[config.mk]
export PLATFORM = sky130hd
export DESIGN_NAME = pe_row_conv
export DESIGN_NICKNAME = d
export VERILOG_FILES = /design/src/rtl/pe_row_conv.sv
export SDC_FILE = /design/constraint.sdc
export NUM_CORES = 2
export LEC_CHECK = 0
export BUFFER_PORTS_ARGS = -buffer_cell sky130_fd_sc_hd__buf_2
export CORE_MARGIN = 4
export CORE_UTILIZATION = 56
export DETAILED_ROUTE_END_ITERATION = 8
export PLACE_DENSITY = 0.8
export SLEW_MARGIN = 20
export SYNTH_ARGS = -nofsm -noshare
export SYNTH_HDL_FRONTEND = slang
export SYNTH_SLANG_ARGS = --single-unit
export TNS_END_PERCENT = 10
[constraint.sdc]
create_clock -name clk -period 9.4 [get_ports clk]
set_input_delay 0.94 -clock clk [delete_from_list [all_inputs] [get_ports clk]]
set_output_delay 0.94 -clock clk [all_outputs]
set_load 0.03 [all_outputs]
[src/rtl/pe_row_conv.sv]
// Row-stationary PE: latches one filter row, one ifmap row and E partial sums,
// then produces one 1-D convolution output per cycle (E = W-S+1 outputs).
// Latched rows are forwarded to neighbouring PEs; results saturate or wrap.
module pe_row_conv #(
    parameter int DW  = 16,
    parameter int PW  = 16,
    parameter int S   = 3,
    parameter int W   = 7,
    parameter int SAT = 1
) (
    input  logic                  clk,
    input  logic                  rst,
    input  logic                  i_start,
    input  logic                  i_acc_en,
    output logic                  o_ready,
    input  logic [S*DW-1:0]       i_filt_in,
    input  logic [W*DW-1:0]       i_ifmap_in,
    input  logic [(W-S+1)*PW-1:0] i_psum_in,
    output logic [S*DW-1:0]       o_filt_out,
    output logic [W*DW-1:0]       o_ifmap_out,
    output logic [(W-S+1)*PW-1:0] o_psum_out,
    output logic                  o_busy,
    output logic                  o_done
);

    localparam int E    = W - S + 1;
    localparam int KW   = (E > 1) ? $clog2(E) : 1;
    localparam int LS   = (S > 1) ? $clog2(S) : 0;
    localparam int AW   = 2*DW + LS + 1;
    // One extra bit beyond the wider of product-sum and psum keeps the
    // sum exact before saturation/wrap.
    localparam int SUMW = ((AW > PW) ? AW : PW) + 1;

    localparam logic [1:0] ST_IDLE = 2'd0;
    localparam logic [1:0] ST_COMP = 2'd1;
    localparam logic [1:0] ST_DONE = 2'd2;

    localparam logic signed [SUMW-1:0] MAXV = {{(SUMW-PW+1){1'b0}}, {(PW-1){1'b1}}};
    localparam logic signed [SUMW-1:0] MINV = {{(SUMW-PW+1){1'b1}}, {(PW-1){1'b0}}};

    logic [1:0]       r_state;
    logic [KW-1:0]    r_k;
    logic [S*DW-1:0]  r_filt;
    logic [W*DW-1:0]  r_ifmap;
    logic [E*PW-1:0]  r_psum;

    logic             w_accept;
    logic             w_comp;
    logic             w_last;
    logic [W*DW-1:0]  w_ifmap_sh;
    logic [E*PW-1:0]  w_psum_sh;
    logic [PW-1:0]    w_psum_k;
    logic signed [2*DW-1:0] w_fa   [S];
    logic signed [2*DW-1:0] w_xb   [S];
    logic signed [2*DW-1:0] w_prod [S];
    logic signed [SUMW-1:0] w_sum;
    logic [PW-1:0]    w_res;

    assign w_accept = (r_state == ST_IDLE) && i_start;
    assign w_comp   = (r_state == ST_COMP);
    assign w_last   = (r_k == KW'(E-1));

    // Slide the ifmap window and select the psum for the current output k.
    assign w_ifmap_sh = r_ifmap >> (r_k * DW);
    assign w_psum_sh  = r_psum >> (r_k * PW);
    assign w_psum_k   = w_psum_sh[PW-1:0];

    // One full-width signed multiplier per tap.
    for (genvar gi = 0; gi < S; gi++) begin : g_tap
        assign w_fa[gi]   = {{DW{r_filt[gi*DW+DW-1]}}, r_filt[gi*DW +: DW]};
        assign w_xb[gi]   = {{DW{w_ifmap_sh[gi*DW+DW-1]}}, w_ifmap_sh[gi*DW +: DW]};
        assign w_prod[gi] = w_fa[gi] * w_xb[gi];
    end

    // Sign-extended psum plus all tap products.
    always_comb begin
        w_sum = {{(SUMW-PW){w_psum_k[PW-1]}}, w_psum_k};
        for (int i = 0; i < S; i++) begin
            w_sum = w_sum + {{(SUMW-2*DW){w_prod[i][2*DW-1]}}, w_prod[i]};
        end
    end

    // Clamp to the PW-bit signed range, or keep the low bits when wrapping.
    always_comb begin
        w_res = w_sum[PW-1:0];
        if (SAT != 0) begin
            if (w_sum > MAXV) begin
                w_res = MAXV[PW-1:0];
            end else if (w_sum < MINV) begin
                w_res = MINV[PW-1:0];
            end
        end
    end

    // Control FSM, output counter and latched row registers.
    always_ff @(posedge clk or posedge rst) begin
        if (rst) begin
            r_state <= ST_IDLE;
            r_k     <= '0;
            r_filt  <= '0;
            r_ifmap <= '0;
        end else begin
            case (r_state)
                ST_IDLE: begin
                    if (i_start) begin
                        r_filt  <= i_filt_in;
                        r_ifmap <= i_ifmap_in;
                        r_k     <= '0;
                        r_state <= ST_COMP;
                    end
                end
                ST_COMP: begin
                    if (w_last) begin
                        r_state <= ST_DONE;
                    end else begin
                        r_k <= r_k + 1'b1;
                    end
                end
                ST_DONE: r_state <= ST_IDLE;
                default: r_state <= ST_IDLE;
            endcase
        end
    end

    // Partial sums: loaded on accept, then updated one element per COMP cycle.
    always_ff @(posedge clk or posedge rst) begin
        if (rst) begin
            r_psum <= '0;
        end else if (w_accept) begin
            r_psum <= i_acc_en ? i_psum_in : '0;
        end else if (w_comp) begin
            r_psum[r_k*PW +: PW] <= w_res;
        end
    end

    assign o_ready     = (r_state == ST_IDLE);
    assign o_busy      = (r_state == ST_COMP) || (r_state == ST_DONE);
    assign o_done      = (r_state == ST_DONE);
    assign o_filt_out  = r_filt;
    assign o_ifmap_out = r_ifmap;
    assign o_psum_out  = r_psum;

endmodule
==> metrics.md <==
| Metric | Value |
|---|---|
| GRT met1 Usage | `45.8%` |
| Deepest level of the CTS H-tree | `1` |
| Setup slack of the critical path after layout | `-0.332 ns` |
| Overall routed net length | `154000 um` |
| Final worst-path cycle share | `104%` |
| Total track usage | `35.6%` |
| Setup Slack @ Placement | `-0.283 ns` |
| Number of enable-type register cells in the synthesized netlist | `0` |
| Cell at the root of the clock tree | `sky130_fd_sc_hd__clkbuf_16` |
| Finished Cell Area | `54700 sq um` |
| Number of hold-repair buffers added at the cts stage | `0` |
| Complex-gate fraction of the synthesized area | `7.12%` |
| Max Slew Vio Count | `0` |
| Sequential cell area fraction in the yosys report | `13.7%` |
| Ports | `487` |
| Fill cells | `5811` |
| Status | `finished, violations left` |
| Clock skew after layout | `0.0743 ns` |
| Final GP Congestion | `0.998` |
| Syn Area/Cell | `9.33 sq um` |
| Netlist area before placement | `44700 sq um` |
| Multi-input gate area | `35200 sq um` |
| Fraction of registers with async set or reset after synthesis | `100%` |
| Type of the tightest min-delay check | `input port to async pin` |
| Post-layout min period | `9.73 ns` |
| Post-DRT Antenna Nets | `0` |
| Post-Synth XOR/XNOR Area | `0.559%` |
| Share of cells above drive strength 1 | `24.5%` |
| Detailed-routing iteration count for the pre-antenna-repair pass | `6` |
| Count of synthesis-stage warnings from yosys | `0` |
| Cells on worst reg2reg path | `39` |
| Floorplan die width | `291 um` |
| Layer carrying the most global-route usage | `met2` |
| Vias in the first global route | `41000` |
| Nets in the synthesized netlist | `6198` |
| Total congestion overflow after global routing | `0` |
| Core box area | `79100 sq um` |
| Worst reg2reg path endpoint | `o_psum_out[73]` |
| Antenna violations before repair | `1` |
| Sequential Area | `6140 sq um` |
| Total clock sinks | `245` |
| Chip height | `291 um` |
| Crit Path Class | `register to register` |
| M2 GR Usage | `57.4%` |
| Cell seen most often among critical-path stages | `sky130_fd_sc_hd__fa_1` |
| DR WL/cell | `23.0 um` |
| Worst path required time | `9.84 ns` |
| Met3 track demand over resource | `6.75%` |
| Synthesized-area fraction occupied by adder cells | `48.5%` |
| CTS tree | `built` |
| Data arrival at the endpoint of the critical path | `10.17 ns` |
| Sort of element at the end of the critical path | `register` |
| Share of cell area taken by muxes after synthesis | `3.24%` |
| Relative max-transition margin | `28.7%` |
| Clock-pin slew on the worst setup and hold paths | `0.07 ns` |
| Synth cell types | `75` |
| Tightest Pin Transition | `1.07 ns` |
| Flop-to-flop setup slack | `-0.33 ns` |
| Setup repair after global routing missed its margin | `true` |
| Final cell utilization of the core | `69.2%` |
| Peak fanout along the critical path | `24` |
| Peak clock frequency supported by timing | `103 MHz` |
| DRC | `0` |
| HPWL Detailed | `126000 um` |
| Starting utilization of the core area | `56.5%` |
| Cts bufs inserted | `28` |
| Main combinational cell family by area after synthesis | `adder cells` |
| Number of rows in the core area | `103` |
| Number of buffers between clock root and the deepest sink | `3` |
| Via Count | `38300` |
| Setup violators final | `76` |
| Vias/cell | `5.74` |
| Failing checks | `setup timing` |
| Area added between synthesis and finish | `22.3%` |
| Slowest CP cell | `sky130_fd_sc_hd__fa_1` |
| Number of instances in the synthesized netlist | `4797` |
| Kind of launch point of the worst setup path | `register` |
| Clk Latency, worst-skew pair | `0.64 ns` |
| Wire length of the first global-routing pass | `234000 um` |
| Simple logic cell fraction of the synthesized area | `16.6%` |
| Reg2Reg Launch Point | `r_k[0]` |
| Delay contributed by the slowest stage of the critical path | `0.64 ns` |
| Pin count of the biggest net entering global routing | `117` |
| Initial drt markers | `3492` |
| Hold violation total from the final report | `0` |
| Number of register bits inferred by synthesis | `245` |
| Dominant register cell in the synthesized netlist | `sky130_fd_sc_hd__dfrtp_1` |
| Placed Instance Area | `51800 sq um` |
| Max-Cap Viols | `0` |
| Number of port buffers | `486` |
| Final-stage net count | `7001` |
| Smallest hold slack | `0.457 ns` |
| Total Die Area | `84500 sq um` |
state kept, by name (all words and copies together) (netlist names):
name,cells
o_filt_out,48
r_state,2
r_k,3
o_psum_out,80
o_ifmap_out,112
final cells by class:
type / instances / area share [%]
Antenna cell: 2 / 0.00915
Multi-Input combinational cell: 3342 / 64.3
Timing Repair Buffer: 999 / 13.4
Sequential cell: 245 / 11.2
Inverter: 984 / 6.79
Clock inverter: 9 / 0.242
Clock buffer: 43 / 1.55
Tap cell: 1050 / 2.40
how the worst max path moves through the flow:
stage,start,endpoint,cells after the start
after global routing,r_k[0],o_psum_out[11],32
after detailed placement,r_k[2],o_psum_out[20],33
after global placement,r_k[1],o_psum_out[52],33
after floorplan,r_k[0],o_psum_out[64],37
final,r_k[0],o_psum_out[73],39
after CTS,r_k[2],o_psum_out[4],36
layer usage:
| metal | share of wire, % | vias to the layer above |
|---|---|---|
| met2 | 47 | 2279 |
| li1 | - | 16100 |
| met4 | 7.0 | 0 |
| met5 | 0 | - |
| met1 | 36 | 19400 |
| met3 | 9.6 | 551 |
critical path, delay by kind of cell, from the launching register on:
kind	cells	cell delay, ns
flops	1	0.57
fa+ha+maj	10	4.91
mux	1	0.16
simple gates	3	0.37
compound gates	9	1.39
buf+inv	16	2.08
cells by family after synthesis:
family,after synthesis
AOI/OAI and AO/OA,514
buffers and inverters,1210
xor gates and xnor gates,27
and+or+nand+nor,1539
muxes,105
DFF,245
adders and majority gates,1157
layout by cell type, fill, tap and decap left out, types with 17 or more instances in the layout:
cell type,netlist,layout
sky130_fd_sc_hd__inv_1,984,960
sky130_fd_sc_hd__fa_1,962,921
sky130_fd_sc_hd__nand2_1,804,793
sky130_fd_sc_hd__buf_2,23,488
sky130_fd_sc_hd__buf_4,6,400
sky130_fd_sc_hd__dfrtp_1,245,242
sky130_fd_sc_hd__and2_1,223,220
sky130_fd_sc_hd__nor2b_1,216,213
sky130_fd_sc_hd__ha_1,195,174
sky130_fd_sc_hd__nor2_1,107,99
sky130_fd_sc_hd__a21oi_1,144,92
sky130_fd_sc_hd__o21ai_1,83,88
sky130_fd_sc_hd__a22oi_1,76,76
sky130_fd_sc_hd__mux2i_1,73,67
sky130_fd_sc_hd__buf_12,0,60
sky130_fd_sc_hd__nand2b_1,66,58
sky130_fd_sc_hd__a21oi_2,5,53
sky130_fd_sc_hd__o21ai_0,73,50
sky130_fd_sc_hd__fa_2,0,41
sky130_fd_sc_hd__buf_6,1,38
sky130_fd_sc_hd__clkbuf_16,0,37
sky130_fd_sc_hd__mux4_2,32,32
sky130_fd_sc_hd__or2_2,31,31
sky130_fd_sc_hd__xnor2_1,22,21
sky130_fd_sc_hd__ha_4,0,20
sky130_fd_sc_hd__inv_2,0,18
sky130_fd_sc_hd__nor3_1,22,17
sky130_fd_sc_hd__o211ai_1,17,17
synthesized netlist by cell type (3+ instances only):
| cell | count | area share (%) |
|---|---|---|
| sky130_fd_sc_hd__a211oi_1 | 5 | 0.084 |
| sky130_fd_sc_hd__a21boi_0 | 5 | 0.084 |
| sky130_fd_sc_hd__a21o_1 | 11 | 0.18 |
| sky130_fd_sc_hd__a21oi_1 | 144 | 1.6 |
| sky130_fd_sc_hd__a21oi_2 | 5 | 0.098 |
| sky130_fd_sc_hd__a22oi_1 | 76 | 1.3 |
| sky130_fd_sc_hd__a311oi_1 | 3 | 0.059 |
| sky130_fd_sc_hd__a31oi_1 | 15 | 0.21 |
| sky130_fd_sc_hd__a32oi_1 | 5 | 0.098 |
| sky130_fd_sc_hd__and2_1 | 223 | 3.1 |
| sky130_fd_sc_hd__and3_1 | 7 | 0.098 |
| sky130_fd_sc_hd__and4_1 | 3 | 0.059 |
| sky130_fd_sc_hd__buf_1 | 18 | 0.15 |
| sky130_fd_sc_hd__buf_2 | 23 | 0.26 |
| sky130_fd_sc_hd__buf_4 | 6 | 0.10 |
| sky130_fd_sc_hd__clkbuf_1 | 176 | 1.5 |
| sky130_fd_sc_hd__dfrtp_1 | 245 | 14 |
| sky130_fd_sc_hd__fa_1 | 962 | 43 |
| sky130_fd_sc_hd__ha_1 | 195 | 5.5 |
| sky130_fd_sc_hd__inv_1 | 984 | 8.3 |
| sky130_fd_sc_hd__mux2i_1 | 73 | 1.6 |
| sky130_fd_sc_hd__mux4_2 | 32 | 1.6 |
| sky130_fd_sc_hd__nand2_1 | 804 | 6.7 |
| sky130_fd_sc_hd__nand2b_1 | 66 | 0.92 |
| sky130_fd_sc_hd__nand3_1 | 16 | 0.18 |
| sky130_fd_sc_hd__nand4_1 | 9 | 0.13 |
| sky130_fd_sc_hd__nor2_1 | 107 | 0.90 |
| sky130_fd_sc_hd__nor2b_1 | 216 | 3.0 |
| sky130_fd_sc_hd__nor3_1 | 22 | 0.25 |
| sky130_fd_sc_hd__nor4_1 | 9 | 0.13 |
| sky130_fd_sc_hd__o2111ai_1 | 16 | 0.31 |
| sky130_fd_sc_hd__o211a_1 | 4 | 0.089 |
| sky130_fd_sc_hd__o211ai_1 | 17 | 0.29 |
| sky130_fd_sc_hd__o21a_1 | 10 | 0.17 |
| sky130_fd_sc_hd__o21ai_0 | 73 | 0.82 |
| sky130_fd_sc_hd__o21ai_1 | 83 | 0.93 |
| sky130_fd_sc_hd__o22ai_1 | 20 | 0.28 |
| sky130_fd_sc_hd__or2_2 | 31 | 0.43 |
| sky130_fd_sc_hd__or3_1 | 6 | 0.084 |
| sky130_fd_sc_hd__or4_1 | 4 | 0.067 |
| sky130_fd_sc_hd__xnor2_1 | 22 | 0.43 |
| sky130_fd_sc_hd__xor2_1 | 4 | 0.078 |
timing repair:
action                                  4_1_cts  5_1_grt
cloned                                        0       11
resized for setup                            48      273
setup buffers                                 5       39
pin swaps                                     5      131
endpoints found under the setup margin       80       80
through the flow:
step / cells / setup TNS [ns]
detailed placement: 6566 / -17.43
finish: 6674 / -20.13
global route: 6673 / -36.60
floorplan: 4797 / 0
global placement: 6566 / -4.75
CTS: 6623 / -6.39
Power is left out: the tool's default activity adds up to more than one toggle a clock period on the data nets, which glitch-free logic cannot reach.
